<file path="config.mk">
export PLATFORM = sky130hd
export DESIGN_NAME = key_irq_master
export DESIGN_NICKNAME = d
export VERILOG_FILES = /design/src/rtl/key_irq_master.sv
export SDC_FILE = /design/constraint.sdc
export NUM_CORES = 1
export LEC_CHECK = 0
export BUFFER_PORTS_ARGS = -buffer_cell sky130_fd_sc_hd__buf_2
export CAP_MARGIN = 20
export CORE_ASPECT_RATIO = 1.5
export CORE_MARGIN = 1.5
export CORE_UTILIZATION = 30
export DETAILED_ROUTE_END_ITERATION = 7
export HOLD_SLACK_MARGIN = 0.02
export PLACE_DENSITY_LB_ADDON = 0.12
export SKIP_CTS_REPAIR_TIMING = 1
export SLEW_MARGIN = 40
export SYNTH_ARGS = -nofsm -noshare
export SYNTH_HDL_FRONTEND = slang
export SYNTH_SLANG_ARGS = --single-unit
</file>
<file path="constraint.sdc">
create_clock -name clk -period 3.3 [get_ports clk]
set_input_delay 0.33 -clock clk [delete_from_list [all_inputs] [get_ports clk]]
set_output_delay 0.33 -clock clk [all_outputs]
set_load 0.05 [all_outputs]
</file>
<file path="src/rtl/key_irq_master.sv">
// rtl/key_irq_master.sv - Avalon-MM initiator servicing a PIO key slave and emitting key events
module key_irq_master #(
    parameter int WIDTH        = 2,
    parameter int READ_LATENCY = 1,
    parameter int CNT_W        = 16
) (
    input  logic             clk,
    input  logic             reset_n,
    output logic [1:0]       address,
    output logic             chipselect,
    output logic             write_n,
    output logic [31:0]      writedata,
    input  logic [31:0]      readdata,
    input  logic             irq,
    input  logic [WIDTH-1:0] cfg_mask,
    output logic             evt_valid,
    input  logic             evt_ready,
    output logic [WIDTH-1:0] evt_edges,
    output logic [WIDTH-1:0] evt_level,
    output logic [CNT_W-1:0] evt_count
);

    typedef enum logic [2:0] {
        S_INIT, S_WR_MASK, S_IDLE, S_RD_EDGE, S_WR_CLR, S_RD_DATA, S_PUSH
    } state_t;

    localparam int             CW      = $clog2(READ_LATENCY + 2);
    localparam logic [CW-1:0]  RD_LAST = CW'(READ_LATENCY);

    state_t           state_q, state_d;
    logic [CW-1:0]    rd_cnt_q, rd_cnt_d;
    logic [1:0]       address_q, address_d;
    logic             chipselect_q, chipselect_d;
    logic             write_n_q, write_n_d;
    logic [31:0]      writedata_q, writedata_d;
    logic             evt_valid_q, evt_valid_d;
    logic [WIDTH-1:0] evt_edges_q, evt_edges_d;
    logic [WIDTH-1:0] evt_level_q, evt_level_d;
    logic [CNT_W-1:0] evt_count_q, evt_count_d;
    logic [WIDTH-1:0] mask_shadow_q, mask_shadow_d;
    logic [WIDTH-1:0] edges_q, edges_d;
    logic [WIDTH-1:0] level_q, level_d;
    logic             rd_done;
    logic [31-WIDTH:0] rd_unused;

    assign rd_unused = readdata[31:WIDTH];
    assign rd_done   = (rd_cnt_q == RD_LAST);

    always_ff @(posedge clk) begin
        if (!reset_n) begin
            state_q       <= S_INIT;
            rd_cnt_q      <= '0;
            address_q     <= 2'd0;
            chipselect_q  <= 1'b0;
            write_n_q     <= 1'b1;
            writedata_q   <= 32'd0;
            evt_valid_q   <= 1'b0;
            evt_edges_q   <= '0;
            evt_level_q   <= '0;
            evt_count_q   <= '0;
            mask_shadow_q <= '0;
            edges_q       <= '0;
            level_q       <= '0;
        end else begin
            state_q       <= state_d;
            rd_cnt_q      <= rd_cnt_d;
            address_q     <= address_d;
            chipselect_q  <= chipselect_d;
            write_n_q     <= write_n_d;
            writedata_q   <= writedata_d;
            evt_valid_q   <= evt_valid_d;
            evt_edges_q   <= evt_edges_d;
            evt_level_q   <= evt_level_d;
            evt_count_q   <= evt_count_d;
            mask_shadow_q <= mask_shadow_d;
            edges_q       <= edges_d;
            level_q       <= level_d;
        end
    end

    always_comb begin
        state_d       = state_q;
        edges_d       = edges_q;
        level_d       = level_q;
        mask_shadow_d = mask_shadow_q;
        evt_valid_d   = evt_valid_q;
        evt_edges_d   = evt_edges_q;
        evt_level_d   = evt_level_q;
        evt_count_d   = evt_count_q;

        if (evt_valid_q && evt_ready) begin
            evt_valid_d = 1'b0;
            evt_count_d = evt_count_q + CNT_W'(1);
        end

        case (state_q)
            S_INIT:    state_d = S_WR_MASK;
            S_WR_MASK: state_d = S_IDLE;
            S_IDLE: begin
                // a pending mask update wins over a pending interrupt
                if (cfg_mask != mask_shadow_q)  state_d = S_WR_MASK;
                else if (irq && !evt_valid_q)   state_d = S_RD_EDGE;
            end
            S_RD_EDGE: begin
                if (rd_done) begin
                    edges_d = readdata[WIDTH-1:0] & mask_shadow_q;
                    state_d = S_WR_CLR;
                end
            end
            S_WR_CLR:  state_d = S_RD_DATA;
            S_RD_DATA: begin
                if (rd_done) begin
                    level_d = readdata[WIDTH-1:0];
                    state_d = (edges_q != '0) ? S_PUSH : S_IDLE;
                end
            end
            S_PUSH: begin
                evt_valid_d = 1'b1;
                evt_edges_d = edges_q;
                evt_level_d = level_q;
                state_d     = S_IDLE;
            end
            default:   state_d = S_INIT;
        endcase

        rd_cnt_d = (state_d == state_q) ? rd_cnt_q + CW'(1) : '0;

        // bus signals are registered, so they follow the state being entered
        address_d    = address_q;
        chipselect_d = 1'b0;
        write_n_d    = 1'b1;
        writedata_d  = 32'd0;
        case (state_d)
            S_WR_MASK: begin
                address_d     = 2'd2;
                chipselect_d  = 1'b1;
                write_n_d     = 1'b0;
                writedata_d   = {{(32-WIDTH){1'b0}}, cfg_mask};
                mask_shadow_d = cfg_mask;
            end
            S_RD_EDGE: address_d = 2'd3;
            S_WR_CLR: begin
                address_d    = 2'd3;
                chipselect_d = 1'b1;
                write_n_d    = 1'b0;
            end
            S_RD_DATA: address_d = 2'd0;
            default: ;
        endcase
    end

    assign address    = address_q;
    assign chipselect = chipselect_q;
    assign write_n    = write_n_q;
    assign writedata  = writedata_q;
    assign evt_valid  = evt_valid_q;
    assign evt_edges  = evt_edges_q;
    assign evt_level  = evt_level_q;
    assign evt_count  = evt_count_q;

endmodule

</file>
==> results of run 1 <==
## through the flow
step | instance area (um2) | util | setup WS [ps] | hold slack, ps
global route | 2040 | 0.348 | 1350 | 300
detailed placement | 1960 | 0.334 | 1470 | 417
global placement | 1960 | 0.334 | 1490 | 421
CTS | 2040 | 0.348 | 1470 | 291
finish | 2040 | 0.348 | 1520 | 299
floorplan | 1950 | - | 1520 | 399
## critical path, delay by kind of cell, from the launching register on
kind            cells  cell delay (ps)
buf+inv             1              170
simple gates        2              650
flops               1              420
compound gates      1              430
## power breakdown
group          internal [mW]  leakage (nW)  switching [mW]
clock                  0.161        0.0431           0.155
sequential             0.481         0.308          0.0156
combinational         0.0442         0.530           0.176
## final timing paths
path | startpoint | to | depth (start not counted)
max | state_q[1] | chipselect | 4
min | cfg_mask[0] | writedata[0] | 3
max reg2reg | state_q[1] | chipselect | 4
min reg2reg | rd_cnt_q[0] | rd_cnt_q[0] | 1
## sequential cells by signal (all words and copies together) (netlist names)
signal         cells
evt_count         16
state_q            3
address            2
edges_q            2
evt_edges          2
evt_level          2
level_q            2
mask_shadow_q      2
rd_cnt_q           2
writedata          2
chipselect         1
evt_valid          1
write_n            1
## cell type report
class	count	area share
sequential	38	0.373
clock buffer	6	0.0405
tap	72	0.0441
inverter	7	0.0129
multi-input combinational	159	0.446
timing repair buffer	34	0.0834
## Yosys cell counts (2+ instances only)
library cell | n | area share
dfxtp_1 | 38 | 0.41
buf_4 | 30 | 0.12
nor2_1 | 21 | 0.043
nand2_1 | 19 | 0.039
a21oi_1 | 13 | 0.035
nand3_1 | 13 | 0.035
xnor2_1 | 11 | 0.052
inv_1 | 6 | 0.012
o21ai_0 | 4 | 0.011
or3_1 | 4 | 0.014
buf_2 | 3 | 0.0081
clkbuf_1 | 3 | 0.0061
mux2i_1 | 3 | 0.016
nand2b_1 | 3 | 0.010
nor3_1 | 3 | 0.0081
nor3_2 | 3 | 0.016
o21ai_1 | 3 | 0.0081
xor2_1 | 3 | 0.014
a22o_1 | 2 | 0.0095
a31oi_1 | 2 | 0.0068
and2_1 | 2 | 0.0068
ha_1 | 2 | 0.014
nor2b_1 | 2 | 0.0068
o21bai_1 | 2 | 0.0081
## kinds of logic after synthesis
group           Yosys count  synth area share
mux                       3            0.0163
flops                    38             0.412
buf+inv                  44             0.153
simple gates             81             0.245
other cells               1           0.00203
fa+ha+maj                 2            0.0136
compound gates           29            0.0916
xor+xnor                 14            0.0665
## layer usage
metal,wire length (um),vias to the layer above,part of all wire
li1,-,707,-
met1,1560,655,0.43
met2,1850,43,0.50
met3,196,5,0.053
met4,55,0,0.015
met5,0,-,0
==> metrics.csv, run 1 <==
metric,value,unit
outcome,finished clean,
Critical Path RT,3480,ps
CP Class,register to register,
CTS tree,done,
clock root cell,clkbuf_8,
Worst Hold Class,input pin to register,
register bit total from synthesis,38,
RSZ-0062 raised after global routing,no,
global-route wire length before repair,5850,um
Final Cycle Share,0.539,
"leading cell type in the layout, fill and taps excluded",dfxtp_1,
setup_tns,0,ps
Post-Layout Cell Count,316,
CP Launch Type,register,
most frequent cells in the layout,"dfxtp_1 (38), buf_2 (34), conb_1 (30)",
Nets,285,
routing usage on met1,0.134,
GR peak layer,met2,
crit-path cells,nor2b_1 > a22o_1 > clkinv_1 > and3_1,
Vias,1410,
Setup Skew,3.76,ps
Multi-input gate area,911,um2
Synth warnings,0,
Core Region,0.00587,mm2
relative slew slack,0.648,
Final setup viols,0,
global route overflow,0,
Post-Syn Area per Cell,8.70,um2
post-synthesis sequential area ratio,0.412,
crit path DAT,1960,ps
TritonRoute pass-1 iters,4,
Yosys cell types,41,
Post-Synthesis Cell Area,0.00184,mm2
htree depth,2,
CP max-delay cell,nor2b_1,
"Clk pin slew, worst setup/hold paths",70,ps
met2 Usage GRT,0.194,
clk buf depth,2,
WL final,3670,um
Total GRT Usage,0.115,
# fillers,645,
GR met3 Demand/Resource,0.0354,
Die W,67.0,um
initial core utilization,0.314,
largest net degree at the start of global routing,30,
Post-synth EDFFs,0,
maxcap violations,0,
register-to-register setup slack,1520,ps
power per cell area,506,mW/mm2
final hold vios,0,
leakage power,0.882,nW
Area Growth Syn to Fin,10.7,%
die height,99.0,um
IO Pins,95,
storage element area,761,um2
layout cells sized above 1,0.209,
Final min period,1780,ps
"Clk Latency, worst-skew pair",280,ps
Routed Antenna Nets,0,
die footprint,0.00664,mm2
upper clock frequency limit,563,MHz
drc violations,0,
Post-Syn Instances,212,
total power,1.03,mW
CTS Buf Count,5,
vias in the first global route,1245,
Iteration-0 DRC Markers,30,
placed cell count,310,
max-slew violations,0,
Crit. End Element,register,
"Primary FF master, synth",dfxtp_1,
RD Place Congestion,0.725,
initial antenna violation count,0,
VDD IR max,0.231,mV
# diodes,0,
num rows,34,
Avg WL per Cell,11.6,um
Worst Tran Pin Value,528,ps
Async SR Flop Fraction,0,
buffers added on ports,34,
dpl hpwl,2750,um
CTS sink cnt,38,
vias per cell,4.46,
CP max stage delay,460,ps
CP Max Fanout,7,
(Power assumes the default switching activity.)
==> run 2: changes to the inputs <==
Settings changed: ABC_AREA set to 1.
Clock period 3.3 ns to 1.5 ns, I/O delays scaled along.
==> metrics.csv, run 2 <==
metric,value,unit
outcome,finished clean,
Worst Tran Pin Value,548,ps
drc violations,0,
Final setup viols,0,
Sw Pwr,1.34,mW
crit path DAT,1540,ps
top-count cell post-synth,nand2_1,
"Primary FF master, synth",dfxtp_1,
CP Class,register to register,
buffers added on ports,34,
# fillers,734,
Multi-input gate area,0.00105,mm2
initial antenna violation count,0,
post-synthesis xor/xnor area fraction,0.00862,
maxcap violations,0,
# diodes,0,
Async SR Flop Fraction,0,
Hold Path Stages,3,
CP max-delay cell,dfxtp_4,
Die W,70.2,um
Critical Path Stages,8,
Flop pwr share,0.388,
share of the synthesized area in the top cell type,0.374,
Crit. End Element,register,
post-route worst setup slack,116,ps
sw frac,0.416,
r2r endpoint,evt_count[14],
Iteration-0 DRC Markers,56,
largest net degree at the start of global routing,15,
die height,104,um
"Clk pin slew, worst setup/hold paths",70,ps
largest family of logic cells by synthesized area,simple AND/OR/NAND/NOR gates,
Critical Path RT,1660,ps
Post-Syn Area per Cell,7.08,um2
RR Startpoint,evt_count[0],
WL final,4750,um
clk buf depth,2,
IO Pins,95,
Yosys top cell by area,dfxtp_1,
dpl hpwl,3650,um
Top Family by Delay on Critical Path,simple AND/OR/NAND/NOR gates,
CP Launch Type,register,
Yosys cell types,28,
global-route wire length before repair,7940,um
CTS sink cnt,38,
CP Max Fanout,5,
Routed Antenna Nets,0,
Synth top cells by count,"nand2_1 (60), dfxtp_1 (38), nor2_1 (36)",
layout cells sized above 1,0.271,
clock root cell,clkbuf_8,
power per cell area,1350,mW/mm2
TritonRoute pass-1 iters,4,
relative slew slack,0.634,
Final Cycle Share,0.923,
adder-cell area share of the yosys netlist,0.0123,
register-to-register setup slack,120,ps
max-slew violations,0,
most frequent cells in the layout,"nand2_1 (58), nor2_1 (36), buf_2 (34)",
Post-synth EDFFs,0,
final core occ,0.367,
Synth warnings,0,
RD Place Congestion,0.819,
register bit total from synthesis,38,
Total GRT Usage,0.137,
vias per cell,4.42,
htree depth,2,
RSZ-0062 raised after global routing,yes,
post-synthesis sequential area ratio,0.374,
Synth Area in Compound Gates,0.0831,
VDD IR max,0.507,mV
CTS tree,done,
Setup Skew,5.61,ps
total power,3.23,mW
initial core utilization,0.311,
final hold vios,0,
sink of the worst hold path,level_q[0],
Core Region,0.00653,mm2
crit-path cells,ha_4 > nand3_2 > nor2_2 > nand3_2 > nor2_4 > nand2_2 > xor2_1 > nor2_1,
worst path bufs/invs,0,
"leading cell type in the layout, fill and taps excluded",nand2_1,
CTS Buf Count,5,
post-synthesis mux area share,0,
Comb pwr share,0.389,
CP Launch Point,evt_count[0],
internal power,1.88,mW
vias in the first global route,1744,
Final min period,1380,ps
Vias,1820,
FF-to-FF path depth,8,
"Clk Latency, worst-skew pair",290,ps
share of power burned in the clock network,0.223,
Synth Area in Simple Gates,0.335,
storage element area,773,um2
Nets,377,
most numerous cell on the critical path,nand3_2,
max reg flops,16,
Worst Hold Class,input pin to register,
upper clock frequency limit,723,MHz
global route overflow,0,
die footprint,0.00729,mm2
hold path startpoint,readdata[0],
"top cells by area, synth","dfxtp_1 (37%), buf_4 (11%), nand2_1 (11%)",
Area Growth Syn to Fin,18.0,%
leakage power,1.11,nW
setup slack at placement,-15.2,ps
Avg WL per Cell,11.5,um
Post-Syn Instances,287,
Post-Synthesis Cell Area,0.00203,mm2
CP max stage delay,380,ps
num rows,36,
[run 2: worst register-to-register path: stages, from the launching register on]
cell and delay [ps]:
dfxtp_4 380, ha_4 140, nand3_2 80, nor2_2 120
nand3_2 120, nor2_4 190, nand2_2 60, xor2_1 120
nor2_1 50
[run 2: area by class of cell]
| class | instances | area share |
|---|---|---|
| Sequential cell | 38 | 0.323 |
| Timing Repair Buffer | 48 | 0.115 |
| Clock buffer | 6 | 0.0344 |
| Multi-Input combinational cell | 212 | 0.438 |
| Tap cell | 76 | 0.0397 |
| Inverter | 32 | 0.0501 |
[run 2: how the worst max path moves through the flow]
stage,to,slack [ps]
detailed placement,write_n,-20
global route,evt_count[9],-10
global placement,write_n,-30
CTS,write_n,-30
finish,evt_count[14],120
floorplan,evt_count[14],-30
[run 2: cells by family (layout without fill, tap and decap cells)]
logic type | after synthesis | count (layout)
other | 1 | 30
and+or+nand+nor | 147 | 147
adders and majority gates | 2 | 2
DFF | 38 | 38
buffers and inverters | 66 | 86
AOI/OAI and AO/OA | 31 | 31
xor gates and xnor gates | 2 | 2
[run 2: through the flow]
stage	setup TNS (ps)	cell area [um2]	std cells	hold WS, ps
CTS	-55.9	2320	409	119
floorplan	-33.7	2150	316	285
finish	0	2400	412	127
global placement	-67.2	2240	403	417
detailed placement	-25.0	2240	403	425
global route	-20.2	2400	412	135
[run 2: power groups by stage]
| stage | clock network, mW | logic (mW) | registers [mW] |
|---|---|---|---|
| final | 0.721 | 1.25 | 1.25 |
| after global routing | 0.776 | 1.40 | 1.27 |
| after CTS | 0.760 | 1.17 | 1.24 |
| after detailed placement | 0 | 1.17 | 1.26 |
| after global placement | 0 | 1.17 | 1.26 |
| after floorplan | 0 | 0.836 | 1.41 |
[run 2: metal layers]
metal,part of all wire,track usage,wire (um)
met1,0.41,0.147,1940
met3,0.039,0.0321,185
met2,0.54,0.256,2560
met4,0.012,0.0453,59
met5,0,0,0
